<file path="src/rtl/cpu_pkg.sv">
// cpu_pkg: shared defaults and enumerations for the program-counter sequencer.
//   DEF_PC_WIDTH / DEF_RESET_PC / DEF_FLUSH_CYCLES : parameter defaults
//   pc_state_t : sequencer FSM states (RUN, FLUSH)
//   pc_sel_t   : next-PC source selection
package cpu_pkg;
   localparam int DEF_PC_WIDTH = 8;
   localparam logic [7:0] DEF_RESET_PC = 8'h00;
   localparam int DEF_FLUSH_CYCLES = 2;
   typedef enum logic {RUN, FLUSH} pc_state_t;
   typedef enum logic [1:0] {SEL_INC, SEL_HOLD, SEL_BRANCH, SEL_JUMP} pc_sel_t;
endpackage

</file>
<file path="src/rtl/pc_sequencer_redirect_select.sv">
// pc_redirect_select: combinational next-PC source selection and next-PC value.
//   state            : sequencer state; requests are only honoured in RUN
//   stall            : hold the PC when no redirect is accepted
//   branch_valid/taken/immediate/next_pc : branch resolution from execute
//   jump_valid/target: jump from decode
//   pc               : current program counter
//   sel              : chosen source (branch > jump > hold > increment)
//   next_pc          : value to load on the next edge
import cpu_pkg::*;
module pc_redirect_select #(
   parameter int PW = DEF_PC_WIDTH
) (
   input  pc_state_t     state,
   input  logic          stall,
   input  logic          branch_valid,
   input  logic          branch_taken,
   input  logic [7:0]    branch_immediate,
   input  logic [PW-1:0] branch_next_pc,
   input  logic          jump_valid,
   input  logic [PW-1:0] jump_target,
   input  logic [PW-1:0] pc,
   output pc_sel_t       sel,
   output logic [PW-1:0] next_pc
);
   logic          run;
   logic [PW-1:0] branch_target;
   assign run = (state == RUN);
   // Word-addressed PC: the immediate is added unshifted and wraps modulo 2^PW,
   // so a two's-complement immediate produces a backward branch.
   assign branch_target = branch_next_pc + PW'(branch_immediate);
   always_comb begin
      sel = (run && branch_valid && branch_taken) ? SEL_BRANCH :
            (run && jump_valid)                   ? SEL_JUMP   :
            stall                                 ? SEL_HOLD   : SEL_INC;
      next_pc = (sel == SEL_BRANCH) ? branch_target :
                (sel == SEL_JUMP)   ? jump_target   :
                (sel == SEL_HOLD)   ? pc            : pc + 1'b1;
   end
endmodule

</file>
<file path="src/rtl/pc_sequencer.sv">
// pc_sequencer: program counter owner; sequences increment, stall, branch and
// jump redirects and issues a bounded flush window after each redirect.
//   clk, rst_n        : clock, asynchronous active-low reset
//   stall             : hold program_counter
//   branch_*          : branch resolution (target = next_pc + immediate)
//   jump_valid/target : absolute jump
//   program_counter   : registered fetch address
//   flush             : registered squash, high FLUSH_CYCLES cycles per redirect
//   redirect          : one-cycle pulse in the first flush cycle
// Optional: define BRANCH_STATS_EN to add saturating taken_count and
// not_taken_count outputs counting branches accepted in RUN.
import cpu_pkg::*;
module pc_sequencer #(
   parameter int PC_WIDTH = DEF_PC_WIDTH,
   parameter logic [PC_WIDTH-1:0] RESET_PC = PC_WIDTH'(DEF_RESET_PC),
   parameter int FLUSH_CYCLES = DEF_FLUSH_CYCLES
) (
   input  logic                clk,
   input  logic                rst_n,
   input  logic                stall,
   input  logic                branch_valid,
   input  logic                branch_taken,
   input  logic [7:0]          branch_immediate,
   input  logic [PC_WIDTH-1:0] branch_next_pc,
   input  logic                jump_valid,
   input  logic [PC_WIDTH-1:0] jump_target,
   output logic [PC_WIDTH-1:0] program_counter,
   output logic                flush,
   output logic                redirect
`ifdef BRANCH_STATS_EN
   ,
   output logic [15:0]         taken_count,
   output logic [15:0]         not_taken_count
`endif
);
   pc_state_t           state, state_next;
   pc_sel_t             sel;
   logic [3:0]          cnt, cnt_next;
   logic                redirect_next;
   logic [PC_WIDTH-1:0] next_pc;

   pc_redirect_select #(.PW(PC_WIDTH)) u_select (
      .state            (state),
      .stall            (stall),
      .branch_valid     (branch_valid),
      .branch_taken     (branch_taken),
      .branch_immediate (branch_immediate),
      .branch_next_pc   (branch_next_pc),
      .jump_valid       (jump_valid),
      .jump_target      (jump_target),
      .pc               (program_counter),
      .sel              (sel),
      .next_pc          (next_pc)
   );

   always_comb begin
      state_next    = state;
      cnt_next      = cnt;
      redirect_next = 1'b0;
      if (state == RUN) begin
         if (sel == SEL_BRANCH || sel == SEL_JUMP) begin
            state_next    = FLUSH;
            cnt_next      = 4'(FLUSH_CYCLES);
            redirect_next = 1'b1;
         end
      end else begin
         // Counter runs down regardless of stall; leaving on 1 gives exactly
         // FLUSH_CYCLES cycles of flush.
         cnt_next = cnt - 1'b1;
         if (cnt == 4'd1) state_next = RUN;
      end
   end

   always_ff @(posedge clk or negedge rst_n) begin
      if (!rst_n) begin
         state           <= RUN;
         cnt             <= '0;
         program_counter <= RESET_PC;
         flush           <= 1'b0;
         redirect        <= 1'b0;
      end else begin
         state           <= state_next;
         cnt             <= cnt_next;
         program_counter <= next_pc;
         flush           <= (state_next == FLUSH);
         redirect        <= redirect_next;
      end
   end

`ifdef BRANCH_STATS_EN
   logic branch_accept;
   assign branch_accept = (state == RUN) && branch_valid;
   always_ff @(posedge clk or negedge rst_n) begin
      if (!rst_n) begin
         taken_count     <= '0;
         not_taken_count <= '0;
      end else if (branch_accept) begin
         if (branch_taken && taken_count != 16'hFFFF) taken_count <= taken_count + 1'b1;
         if (!branch_taken && not_taken_count != 16'hFFFF) not_taken_count <= not_taken_count + 1'b1;
      end
   end
`endif
endmodule

</file>
<file path="config.mk">
export PLATFORM = sky130hd
export DESIGN_NAME = pc_sequencer
export DESIGN_NICKNAME = d
export VERILOG_FILES = /design/src/rtl/cpu_pkg.sv /design/src/rtl/pc_sequencer_redirect_select.sv /design/src/rtl/pc_sequencer.sv
export SDC_FILE = /design/constraint.sdc
export NUM_CORES = 1
export LEC_CHECK = 0
export BUFFER_PORTS_ARGS = -buffer_cell sky130_fd_sc_hd__clkbuf_2
export CORE_MARGIN = 3
export CORE_UTILIZATION = 45
export DETAILED_ROUTE_END_ITERATION = 16
export PLACE_DENSITY = 0.79
export SLEW_MARGIN = 20
export SYNTH_ARGS = -nofsm -noshare
export SYNTH_HDL_FRONTEND = slang
export SYNTH_SLANG_ARGS = --single-unit
</file>
<file path="constraint.sdc">
create_clock -name clk -period 1.5 [get_ports clk]
set_input_delay 0.075 -clock clk [delete_from_list [all_inputs] [get_ports clk]]
set_output_delay 0.075 -clock clk [all_outputs]
set_load 0.005 [all_outputs]
</file>
==> out/results.txt <==
switching share of power: 39.4%
clock power share: 11.4%
crit path launch: state
Die H: 57.1 µm
Fin Clk Skew: 0.00570 ns
Post-synth top cells: 14 x dfrtp_1, 14 x nor2_1, 11 x nand2_1, 10 x ha_1, 7 x a21oi_1
die area: 3260 µm²
Hold Vio Cnt, Final: 0
first-pass GRT wire length: 5400 µm
EDFF count, synth: 0
FMAX: 0.651 GHz
CTS root buf: clkbuf_4
final setup vio count: 2
top_reg_cell synth: dfrtp_1
WL/cell: 14.7 µm
sequential share of power: 30.6%
fraction of layout cells with a size suffix above 1: 42.8%
largest cells by area after synthesis: dfrtp_1 30%, ha_1 11%, nor2_1 4.5%
critical path type: reg -> reg
Worst Hold Class: in -> reg
final wirelength: 3380 µm
Area after DPL: 1570 µm²
Ant. Diodes: 0
Starting Density: 50.2%
combinational power share: 58.0%
clock latency on the worst-skew pair: 0.29 ns
Final Cell Area: 1700 µm²
Slew Limit Headroom: 70.6%
crit path to: program_counter[7]
CP arrival: 1.70 ns
Power Total: 2.47 mW
post-synthesis average cell area: 8.90 µm²
CP max FO: 8
vias in the first global route: 1258
Synth Instances: 132
Seq/Total Area, Yosys: 29.8%
number of routed nets with antenna violations: 0
unique cell type count in the Yosys netlist: 47
Worst setup SP type: register
Slew Limit Fails: 0
cell internal pwr: 1.50 mW
CTS tree: yes
Core Util, Final: 72.8%
final hold slack: 0.123 ns
largest net degree at the start of global routing: 15
yosys warns: 0
chip width: 57.1 µm
Final Cycle Share: 102%
CTS Buffer Depth: 2
NumNets Final: 243
IO buf count: 39
Max VDD drop: 925 µV
unrepaired setup endpoints after global routing: true
Core Footprint: 2340 µm²
Setup TNS: -0.0465 ns
Pwr Density: 1450 nW/µm²
worst-case reg-to-reg path depth: 7
Total Routing Usage GR: 20.7%
Remaining DRCs: 0
DRT Pass-1 Iters: 4
Worst Path Required: 1.67 ns
HP Start: jump_target[0]
async set-reset flop share out of synthesis: 100%
Syn Nets: 173
pin slew with the least headroom to its limit: 0.441 ns
reg2reg setup slack: -0.04 ns
Rows: 17
Synth Register Bits: 14
dpl hpwl: 2580 µm
violated checks: negative setup slack
crit end category: register
crit path time final: 1.54 ns
Post-Syn Area: 1170 µm²
Synth area leader: dfrtp_1
initial antenna violation count: 0
Clock transition at path regs: 0.09 ns
Num CTS Buffers: 3
gr ovfl total: 0
sw power: 974 µW
gp weighted congestion: 0.890
max-cap violations: 0
vias: 1324
Synth top area share: 29.8%
htree depth: 1
Leak: 0.825 nW
Iteration-0 DRC Markers: 51
vias per cell: 5.78
Worst R2R Start: state
Layout area overhead: 45.0%
status: finished, violations left
end of the worst register-to-register path: program_counter[7]
CTS Sinks: 14
Boundary Pins: 40
Setup WS post-layout: -0.0371 ns
## layout by cell type, fill, tap and decap left out, drive strengths merged, types with 3 or more instances in the layout
cell type,netlist,layout
clkbuf,1,43
buf,1,27
nor2,15,15
dfrtp,14,14
nand2,11,11
ha,10,10
a21oi,8,8
o21a,6,6
inv,5,5
nor3,5,5
xnor2,4,4
nand2b,4,4
a211oi,3,3
nor3b,3,3
o22ai,3,3
nand3,3,3
o21ai,3,3
## per-stage QoR
step	cells	setup slack [ns]
5_1_grt	229	-0.104
2_1_floorplan	132	0.0499
3_3_place_gp	219	-0.0722
3_5_place_dp	219	-0.156
6_report	229	-0.0371
4_1_cts	226	-0.00773
## worst max-delay path, stage by stage, from the launching register on
cell and delay [ns]:
dfrtp_2 0.45, nand2b_4 0.17, a21oi_4 0.05, buf_4 0.14, buf_4 0.13, o21a_1 0.19
o22ai_1 0.19, o21ai_1 0.10
## state kept, by name (all words and copies together) (netlist names)
name	count
program_counter	8
cnt	4
redirect	1
state	1
## kinds of logic (layout without fill, tap and decap cells)
group / after synthesis / in the layout / share of synthesized area, %
multiplexers: 4 / 4 / 3.62
buffers and inverters: 7 / 76 / 2.34
adder cells (fa/ha/maj): 11 / 11 / 12.4
AND/OR/NAND/NOR: 50 / 50 / 22.9
flip-flops: 14 / 14 / 29.8
XOR/XNOR: 6 / 6 / 4.47
AO/OA/AOI/OAI: 40 / 40 / 24.5
## final cells by class
cell class	count	area, µm²
multi-input combinational	111	847
fill	177	636
timing repair buffer	67	415
sequential	14	352
clock buffer	4	36.3
tap	28	35.0
inverter	5	18.8
## power by group through the flow
stage / Sequential (mW) / Combinational, mW / Clock, mW
2_1_floorplan: 0.741 / 0.714 / 0
3_3_place_gp: 0.738 / 1.22 / 0
3_5_place_dp: 0.754 / 1.28 / 0
4_1_cts: 0.742 / 1.34 / 0.285
5_1_grt: 0.786 / 1.59 / 0.292
6_report: 0.756 / 1.43 / 0.282
## routing by layer
metal | share of wire (%) | track usage, %
met1 | 40 | 25.1
met2 | 50 | 36.9
met3 | 7.4 | 1.36
met4 | 3.1 | 10.3
met5 | 0 | 0
## worst min path at each step
stage                              end  cells after the start
global route        program_counter[0]                      4
floorplan                       cnt[0]                      0
detailed placement  program_counter[0]                      1
global placement    program_counter[0]                      1
CTS                 program_counter[6]                      3
finish              program_counter[0]                      4
## what timing repair did
| item | CTS | global route |
|---|---|---|
| hold buffers | 1 | 0 |
| buffers inserted | 2 | 3 |
| setup endpoints to repair | 4 | 8 |
| gates resized for setup | 2 | 12 |
| pin swaps | 0 | 3 |
| hold endpoints to repair | 14 | 0 |
Power figures use the tool's default switching activity.
